$ cat config.mk
export PLATFORM = sky130hd
export DESIGN_NAME = openram_scan_driver
export DESIGN_NICKNAME = d
export VERILOG_FILES = /design/src/rtl/openram_scan_pkg.sv /design/src/rtl/openram_scan_driver.sv
export SDC_FILE = /design/constraint.sdc
export NUM_CORES = 1
export LEC_CHECK = 0
export ABC_CLOCK_PERIOD_IN_PS = 13050
export CORE_AREA = 5 5 160 162
export CTS_BUF_LIST = sky130_fd_sc_hd__clkbuf_4
export DETAILED_ROUTE_END_ITERATION = 16
export DIE_AREA = 0 0 165 167
export GPL_ROUTABILITY_DRIVEN = 0
export PLACE_DENSITY = 0.61
export SLEW_MARGIN = 20
export SYNTH_ARGS = -nofsm -noshare
export SYNTH_HDL_FRONTEND = slang
export SYNTH_SLANG_ARGS = --single-unit
$ cat constraint.sdc
create_clock -name clk -period 13.05 [get_ports clk]
set_input_delay 1.305 -clock clk [delete_from_list [all_inputs] [get_ports clk]]
set_output_delay 1.305 -clock clk [all_outputs]
set_load 0.03 [all_outputs]
$ cat src/rtl/openram_scan_pkg.sv
// Shared parameters, instruction-register field map and FSM encoding for the
// OpenRAM testchip scan driver.
package openram_scan_pkg;

  localparam int unsigned SCAN_LEN   = 112;
  localparam int unsigned DATA_W     = 32;
  localparam int unsigned WAIT_CYC   = 2;

  // Instruction register field map (bit offsets into the SCAN_LEN image)
  localparam int unsigned CS_MSB     = 111;
  localparam int unsigned CS_LSB     = 108;
  localparam int unsigned ADDR_W     = 16;
  localparam int unsigned WMASK_W    = 4;
  localparam int unsigned ADDR0_LSB  = 92;
  localparam int unsigned DOUT0_LSB  = 60;
  localparam int unsigned CSB0_BIT   = 59;
  localparam int unsigned WEB0_BIT   = 58;
  localparam int unsigned WMASK0_LSB = 54;
  localparam int unsigned ADDR1_LSB  = 38;
  localparam int unsigned DOUT1_LSB  = 6;
  localparam int unsigned CSB1_BIT   = 5;
  localparam int unsigned WEB1_BIT   = 4;
  localparam int unsigned WMASK1_LSB = 0;

  // Packed view of the instruction image, MSB first
  typedef struct packed {
    logic [3:0]         cs;
    logic [ADDR_W-1:0]  addr0;
    logic [DATA_W-1:0]  din0;
    logic               csb0;
    logic               web0;
    logic [WMASK_W-1:0] wmask0;
    logic [ADDR_W-1:0]  addr1;
    logic [DATA_W-1:0]  din1;
    logic               csb1;
    logic               web1;
    logic [WMASK_W-1:0] wmask1;
  } scan_word_t;

  typedef enum logic [2:0] {
    IDLE,
    SHIFT_IN,
    WAIT,
    LOAD,
    SHIFT_OUT,
    DONE
  } scan_state_e;

endpackage

$ cat src/rtl/openram_scan_driver.sv
// Drives the OpenRAM testchip scan interface: MSB-first instruction scan-in,
// SRAM capture and LSB-first serial readback of both data ports.
module openram_scan_driver
  import openram_scan_pkg::*;
#(
  parameter int unsigned SCAN_LEN = openram_scan_pkg::SCAN_LEN,
  parameter int unsigned DATA_W   = openram_scan_pkg::DATA_W,
  parameter int unsigned WAIT_CYC = openram_scan_pkg::WAIT_CYC
) (
  input  logic                clk,
  input  logic                reset,
  input  logic                cmd_valid,
  output logic                cmd_ready,
  input  logic [SCAN_LEN-1:0] cmd_word,
  input  logic                cmd_read,
  output logic                gpio_bit,
  output logic                gpio_in_scan,
  output logic                gpio_sram_load,
  output logic                gpio_out_scan,
  output logic                in_select,
  input  logic                gpio_data0,
  input  logic                gpio_data1,
  output logic                rsp_valid,
  output logic [DATA_W-1:0]   rsp_data0,
  output logic [DATA_W-1:0]   rsp_data1,
  output logic                busy
);

  localparam int unsigned CNT_W  = $clog2(SCAN_LEN + 1);
  localparam int unsigned IDX_W  = (SCAN_LEN > 1) ? $clog2(SCAN_LEN) : 1;
  localparam int unsigned DIDX_W = (DATA_W > 1) ? $clog2(DATA_W) : 1;

  scan_state_e         state, state_nx;
  logic [CNT_W-1:0]    cnt, cnt_nx;
  logic [SCAN_LEN-1:0] word_q, word_nx;
  logic                read_q, read_nx;
  logic [IDX_W-1:0]    bit_idx;
  logic [DIDX_W-1:0]   smp_idx;
  logic                accept;
  logic                gpio_bit_nx, in_scan_nx, sram_load_nx, out_scan_nx;
  logic                rsp_valid_nx, busy_nx, cmd_ready_nx;
  logic [DATA_W-1:0]   data0_nx, data1_nx;

  // State, counter, latched command and registered outputs
  always_ff @(posedge clk or posedge reset) begin
    if (reset) begin
      state          <= IDLE;
      cnt            <= '0;
      word_q         <= '0;
      read_q         <= 1'b0;
      gpio_bit       <= 1'b0;
      gpio_in_scan   <= 1'b0;
      gpio_sram_load <= 1'b0;
      gpio_out_scan  <= 1'b0;
      rsp_valid      <= 1'b0;
      rsp_data0      <= '0;
      rsp_data1      <= '0;
      busy           <= 1'b0;
      cmd_ready      <= 1'b1;
      in_select      <= 1'b1;
    end else begin
      state          <= state_nx;
      cnt            <= cnt_nx;
      word_q         <= word_nx;
      read_q         <= read_nx;
      gpio_bit       <= gpio_bit_nx;
      gpio_in_scan   <= in_scan_nx;
      gpio_sram_load <= sram_load_nx;
      gpio_out_scan  <= out_scan_nx;
      rsp_valid      <= rsp_valid_nx;
      rsp_data0      <= data0_nx;
      rsp_data1      <= data1_nx;
      busy           <= busy_nx;
      cmd_ready      <= cmd_ready_nx;
      in_select      <= 1'b1;
    end
  end

  // Next state plus the values every output register takes with it
  always_comb begin
    state_nx     = state;
    accept       = 1'b0;
    word_nx      = word_q;
    read_nx      = read_q;
    cnt_nx       = '0;
    data0_nx     = rsp_data0;
    data1_nx     = rsp_data1;
    bit_idx      = '0;
    smp_idx      = DIDX_W'(cnt);
    gpio_bit_nx  = 1'b0;

    case (state)
      IDLE: begin
        if (cmd_valid) begin
          state_nx = SHIFT_IN;
          accept   = 1'b1;
        end
      end
      SHIFT_IN:  if (cnt == CNT_W'(SCAN_LEN - 1)) state_nx = WAIT;
      WAIT:      if (cnt == CNT_W'(WAIT_CYC - 1)) state_nx = read_q ? LOAD : DONE;
      LOAD:      state_nx = SHIFT_OUT;
      SHIFT_OUT: if (cnt == CNT_W'(DATA_W - 1)) state_nx = DONE;
      DONE:      state_nx = IDLE;
      default:   state_nx = IDLE;
    endcase

    if (accept) begin
      word_nx = cmd_word;
      read_nx = cmd_read;
    end

    // Counter restarts on every state entry and is held at zero in IDLE
    if ((state_nx == state) && (state != IDLE)) cnt_nx = cnt + CNT_W'(1);

    // Shift source indexes the latched image; on accept it reads cmd_word directly
    bit_idx = IDX_W'(SCAN_LEN - 1) - IDX_W'(cnt_nx);
    if (state_nx == SHIFT_IN) gpio_bit_nx = word_nx[bit_idx];

    if (state == SHIFT_OUT) begin
      data0_nx[smp_idx] = gpio_data0;
      data1_nx[smp_idx] = gpio_data1;
    end

    in_scan_nx   = (state_nx == SHIFT_IN);
    sram_load_nx = (state_nx == LOAD);
    out_scan_nx  = (state_nx == SHIFT_OUT);
    rsp_valid_nx = (state_nx == DONE);
    busy_nx      = (state_nx != IDLE);
    cmd_ready_nx = (state_nx == IDLE);
  end

endmodule

==> impl_metrics.tcl, run 1 <==
set metrics [dict create \
    rrSetupSlack_ns 8.08 \
    htreeDepth 4 \
    seq_area_frac_synth_pct 54.1 \
    fin_crit_ns 4.97 \
    grt_pass1_wl_um 39100 \
    synth_compound_area_share_pct 7.51 \
    cts-root-buf "clkbuf_4" \
    die_w_um 165 \
    synth_area_mm2 0.00898 \
    crit_arrival_ns 5.50 \
    grt_overflow_total 0 \
    clock.fmax_mhz 201 \
    yosys.area_share.simple_pct 9.81 \
    synth_top_family_by_area "multiplexers" \
    wire_per_inst_um 20.2 \
    cts_hold_buf 0 \
    slew-limit-headroom_pct 30.7 \
    cp-end-kind "flop" \
    synth_largest_area_cell "dfrtp_1" \
    final_cell_area_mm2 0.0114 \
    synth_xor_area_share_pct 0.780 \
    grt_pass1_vias 6880 \
    post_cts_buffers 0 \
    synthAdderAreaFrac_pct 0.697 \
    path_clk_slew_ns 0.16 \
    crit_fanout 28 \
    synth-edff-count 0 \
    pwr-share-seq_pct 56.7 \
    dp_hpwl_um 17600 \
    synthesis.nets 843 \
    path_class "reg2reg" \
    cap_violations 0 \
    core_area_mm2 0.0240 \
    synthMuxAreaShare_pct 24.2 \
    start_util_pct 37.5 \
    cts_buffer_depth 2 \
    leakagePower_uw 0.00495 \
    port_buffers 188 \
    die_y_um 167 \
    antenna_found_initial 1 \
    ir_worst_vdd_mv 0.0592 \
    hp-class "reg2reg" \
    rsz0062_at_grt "false" \
    ios 190 \
    totalPowerFinal_uw 1110 \
    cts_tree "done" \
    synth_area_per_cell_um2 12.5 \
    gr-usage-all-layers_pct 18.3 \
    nFillCells 2246 \
    cts_made_buffers 17 \
    clk_latency_ns 0.59 \
    num_rows 57 \
    drive_gt1_share_pct 26.2 \
    hold_path_depth 1 \
    setup-tns-final_ns 0 \
    drcViolationCount 0 \
    cts-resized-gates 0 \
    dieArea_mm2 0.0276 \
    synth.top_cell.area_share_pct 53.8 \
    area_growth_pct 27.4 \
    skew_ns 0.0274 \
    crit_required_ns 13.58 \
    ys_ff_latch 194 \
    worstMarginPinSlew_ns 1.03 \
    synthCells 720 \
    ant_nets 0 \
    synth_cell_type_count 79 \
    grt_start_max_net_pins 132 \
    synth_warnings 0 \
    synthArstFlopShare_pct 100 \
    netlist_top_cells_area "dfrtp_1 (54%), mux2_2 (22%), nor2_1 (2.9%)" \
    swShare_pct 25.6 \
    drtPass1Iterations 4 \
    routed_via_density 5.10 \
    comb_power_share_pct 10.3 \
    dpl_cell_area_mm2 0.0111 \
    nets 1016 \
    start_kind "flop" \
    period_share_pct 38.1 \
    powerDensity_mw_per_mm2 97.2 \
    power.switching_uw 284 \
    multiInputGateArea_mm2 0.00387 \
    cts_num_sinks 194 \
    drt_iter0_drc 323 \
    num_vias 6280 \
    pwr-share-clk_pct 33.0 \
    status "finished, final reports clean" \
    drt_wl_total_um 24900 \
    synth_ff_type "dfrtp_1" \
    slew_viol_final 0 \
    hold_viol 0 \
    rr_worst_depth 9 \
    setup_viol 0 \
    p_int_uw 827 \
    seqCellArea_mm2 0.00486 \
]
cells by family (layout without fill, tap and decap cells):
group / after synthesis / after routing
compound gates: 87 / 87
xor+xnor: 8 / 8
fa+ha+maj: 5 / 5
buf+inv: 50 / 236
flops: 194 / 194
mux: 193 / 193
other cells: 1 / 3
simple gates: 182 / 182
per-stage QoR:
stage / setup WS [ns] / hold slack (ns) / instances / util, %
finish: 8.08 / 0.513 / 1232 / 47.7
global route: 7.77 / 0.532 / 1232 / 47.7
CTS: 7.95 / 0.518 / 1230 / 47.7
detailed placement: 7.96 / 0.482 / 1198 / 46.3
global placement: 7.99 / 0.477 / 1198 / 46.3
floorplan: 6.46 / 0.466 / 720 / -
final timing paths:
check	to	from
setup / recovery	gpio_bit$_DFF_PP0_	cnt[0]$_DFF_PP0_
hold / removal	word_q[95]$_DFF_PP0_	word_q[95]$_DFF_PP0_
setup reg to reg	gpio_bit$_DFF_PP0_	cnt[0]$_DFF_PP0_
hold reg to reg	word_q[95]$_DFF_PP0_	word_q[95]$_DFF_PP0_
max in group asynchronous	rsp_data1[2]$_DFFE_PP0P_	reset
min in group asynchronous	word_q[21]$_DFF_PP0_	reset
cell usage in the layout (no fill, tap or decap), types with 3 or more instances in the layout:
| cell type | Yosys | routed |
|---|---|---|
| o211ai_1 | 5 | 5 |
| o31ai_1 | 4 | 4 |
| inv_1 | 9 | 8 |
| nand2_1 | 53 | 53 |
| or3_1 | 4 | 4 |
| a22oi_1 | 3 | 3 |
| xor2_1 | 4 | 4 |
| mux2_2 | 178 | 178 |
| clkbuf_4 | 0 | 18 |
| buf_4 | 3 | 5 |
| bufinv_16 | 0 | 3 |
| o21ai_1 | 3 | 3 |
| clkinv_4 | 0 | 3 |
| nor3b_1 | 3 | 3 |
| nand3b_1 | 3 | 3 |
| xnor2_1 | 4 | 4 |
| mux2i_1 | 13 | 13 |
| nand3_1 | 13 | 13 |
| clkdlybuf4s50_1 | 0 | 187 |
| inv_6 | 0 | 3 |
| nor2_1 | 70 | 70 |
| ha_1 | 5 | 5 |
| a21oi_1 | 9 | 9 |
| o21a_1 | 4 | 4 |
| nor3_1 | 6 | 6 |
| or2_2 | 3 | 3 |
| nand2b_1 | 4 | 4 |
| dfrtp_1 | 193 | 193 |
| a32oi_1 | 3 | 3 |
| o21ai_0 | 16 | 16 |
| and2_1 | 6 | 6 |
| o211a_1 | 3 | 3 |
worst max-delay path: stages (launching register included):
cell and delay [ns]:
dfrtp_1 0.80, clkinv_1 1.02, ha_1 1.06, clkinv_1 0.53
o31a_1 0.43, o21ai_0 0.29, o211ai_1 0.12, a2111o_1 0.31
a31oi_1 0.19, a41o_1 0.13
Yosys cell counts (2+ instances only):
master    number
mux2i_1       13
nand2b_1       4
a22o_1         2
a32oi_1        3
o21a_1         4
and2_1         6
a31oi_1        2
nor3b_1        3
o31a_1         2
inv_1          9
o211a_1        3
mux2_2       178
nand3_1       13
a21oi_1        9
or3_1          4
o21ai_0       16
a21o_1         2
buf_4          3
clkbuf_1      15
ha_1           5
a22oi_1        3
nor2_1        70
xnor2_1        4
o31ai_1        4
a2111o_1       2
clkinv_1       2
and3_1         2
o32ai_1        2
o211ai_1       5
nor3_1         6
o221ai_1       2
a41o_1         2
dfrtp_1      193
nand2_1       53
or2_2          3
buf_2         17
buf_6          3
a211oi_1       2
nor2b_1        2
xor2_1         4
nand3b_1       3
o21ai_1        3
cell type report:
type / count / share of cell area [%]
inverter: 11 / 0.427
clock buffer: 18 / 1.18
sequential: 194 / 42.5
timing repair buffer: 193 / 16.7
clock inverter: 14 / 1.74
multi-input combinational: 476 / 33.9
antenna: 2 / 0.0438
tap: 324 / 3.54
power groups by stage:
stage	Clock (uW)	Sequential, uW	Combinational (uW)
after floorplan	0	651	42.2
after global placement	0	642	116
after detailed placement	0	642	116
after CTS	380	631	117
after global routing	402	634	124
final	366	631	114
flip-flops by register name, summed over array words and instances, names as in the netlist:
name            cells
rsp_data0          32
cmd_ready           1
state               3
cnt                 7
gpio_bit            1
word_q            112
gpio_in_scan        1
busy                1
rsp_valid           1
rsp_data1          32
gpio_out_scan       1
gpio_sram_load      1
read_q              1
metal layers:
metal  wire, um  up-vias  global-route usage, %
met5          0        -                      0
met4        352        0                   4.48
met3       1910       23                   5.78
met2      12300      204                   30.0
met1      10400     3140                   23.4
li1           -     2913                      -
Power figures use the tool's default switching activity.
==> run 2, diff against run 1 <==
ABC_CLOCK_PERIOD_IN_PS = 3990   (was 13050)
PLACE_DENSITY = 0.63   (was 0.61)
clock period = 3.99 ns   (was 13.05 ns; I/O delays follow)
==> run 2 against run 1 <==
Compared with the run above:
- combinational power rose to 3.3 times the previous value
- setup slack lost 7.7 ns
- clock skew grew 0.0020 ns
- sequential share of layout area decreased by 0.43 points
- clock power rose to 3.2 times the previous value
- sequential cell count is the same
- maximum frequency up 36%
- cell area is 1.0% higher
- largest power group unchanged
==> impl_metrics.tcl, run 2 (synthesis gave the netlist of run 1 again) <==
set metrics [dict create \
    status "finished, final reports clean" \
    period_share_pct 91.6 \
    routed_via_density 5.12 \
    drtPass1Iterations 6 \
    reg2reg_from "cnt[0]$_DFF_PP0_" \
    fin_crit_ns 3.66 \
    post_cts_buffers 0 \
    r2r-end "gpio_bit$_DFF_PP0_" \
    cts-resized-gates 0 \
    grt_start_max_net_pins 65 \
    path_clk_slew_ns 0.16 \
    antenna_found_initial 0 \
    core_area_mm2 0.0240 \
    mostFrequentLayoutCell "dfrtp_1" \
    skew_ns 0.0294 \
    largestRegisters "word_q: 112 flops, rsp_data0: 32 flops, rsp_data1: 32 flops" \
    crit_arrival_ns 4.18 \
    area_growth_pct 28.7 \
    crit_fanout 10 \
    rrSetupSlack_ns 0.33 \
    powerDensity_mw_per_mm2 312 \
    drcViolationCount 0 \
    hold_viol 0 \
    cts_made_buffers 17 \
    worstMarginPinSlew_ns 0.834 \
    cts_tree "done" \
    slew-limit-headroom_pct 44.3 \
    wire_per_inst_um 20.2 \
    dieArea_mm2 0.0276 \
    ir_worst_vdd_mv 0.164 \
    mostFrequentLayoutCells "dfrtp_1 (193), clkdlybuf4s50_1 (186), mux2_2 (178)" \
    start_kind "flop" \
    crit_required_ns 4.51 \
    busiest_layer "met2" \
    drt_iter0_drc 529 \
    cts_buffer_depth 2 \
    cts_num_sinks 194 \
    drive_gt1_share_pct 27.4 \
    die_y_um 167 \
    grt_overflow_total 0 \
    grt_pass1_vias 6835 \
    port_buffers 188 \
    start_util_pct 37.5 \
    rsz0062_at_grt "false" \
    num_vias 6365 \
    use_met2_pct 29.4 \
    slew_viol_final 0 \
    hp-class "in2async" \
    setup_viol 0 \
    clk_latency_ns 0.58 \
    leakagePower_uw 0.00501 \
    rr_worst_depth 12 \
    met1_usage_pct 23.9 \
    htreeDepth 4 \
    path_class "reg2reg" \
    grt_pass1_wl_um 38800 \
    largest_register_ffs 112 \
    gr-usage-all-layers_pct 18.3 \
    drt_wl_total_um 25100 \
    num_rows 57 \
    grt.met3_usage_pct 5.51 \
    cp-end-kind "flop" \
    totalPowerFinal_uw 3600 \
    clock.fmax_mhz 274 \
    cap_violations 0 \
    die_w_um 165 \
    cts-root-buf "clkbuf_4" \
    cts_hold_buf 0 \
    regMostFlops "word_q" \
    setup-tns-final_ns 0 \
    nets 1029 \
    ant_nets 0 \
    dp_hpwl_um 18300 \
    n_antenna_cell 0 \
    ios 190 \
]
## run 2: cell types whose count changed in the layout (fill, tap and decap cells not counted), sizes merged
cell,previous run,this run
buf,6,20
clkdlybuf4s50,187,186
clkinv,8,5
clkinvlp,1,4
diode,2,0
## run 2: power breakdown
part	total, uW	internal (uW)	switching (uW)
Combinational	380	204	176
Sequential	2060	2040	22.2
Clock	1160	450	712
Total	3600	2690	910
## run 2: stage by stage
step	hold WS (ns)	cells	setup WS, ns	utilization, %	area [um^2]
after global placement	0.478	1211	0.478	46.9	11200
final	0.246	1243	0.334	48.2	11600
after floorplan	0.466	720	0.665	-	8980
after CTS	0.202	1243	0.337	48.2	11500
after global routing	0.270	1243	0.0321	48.2	11600
after detailed placement	0.484	1211	0.366	46.9	11200
## run 2: worst max path at each step
stage / slack, ns / endpoint / start
floorplan: 0.67 / gpio_bit$_DFF_PP0_ / cnt[1]$_DFF_PP0_
global placement: 0.48 / gpio_bit$_DFF_PP0_ / cnt[0]$_DFF_PP0_
detailed placement: 0.37 / gpio_bit$_DFF_PP0_ / cnt[0]$_DFF_PP0_
CTS: 0.34 / gpio_bit$_DFF_PP0_ / cnt[0]$_DFF_PP0_
global route: 0.03 / gpio_bit$_DFF_PP0_ / cnt[0]$_DFF_PP0_
finish: 0.33 / gpio_bit$_DFF_PP0_ / cnt[0]$_DFF_PP0_
## run 2: cell type report
type | instances | area [um^2]
clock buffers | 18 | 135
multi-input cells | 476 | 3880
clock inverters | 14 | 175
well taps | 324 | 405
repair buffers | 206 | 2060
flip-flops and latches | 194 | 4860
inverters | 11 | 45.0
fillers | 2218 | 12400
## run 2: worst max-delay path, cell delays in order (launching register included)
cell	delay, ns
dfrtp_1	0.57
ha_1	0.28
nor4b_1	0.40
a211oi_2	0.21
or2_2	0.39
nand2_1	0.23
nor2_1	0.11
ha_1	0.37
nand2_1	0.13
a311o_1	0.29
a2111o_1	0.38
a31oi_1	0.15
a41o_1	0.11
## run 2: routing by layer
| layer | part of all wire, % | wire, um | vias to the layer above |
|---|---|---|---|
| met2 | 48 | 12000 | 219 |
| met3 | 7.3 | 1830 | 25 |
| met5 | 0 | 0 | - |
| met4 | 1.9 | 484 | 0 |
| li1 | - | - | 2933 |
| met1 | 43 | 10800 | 3188 |
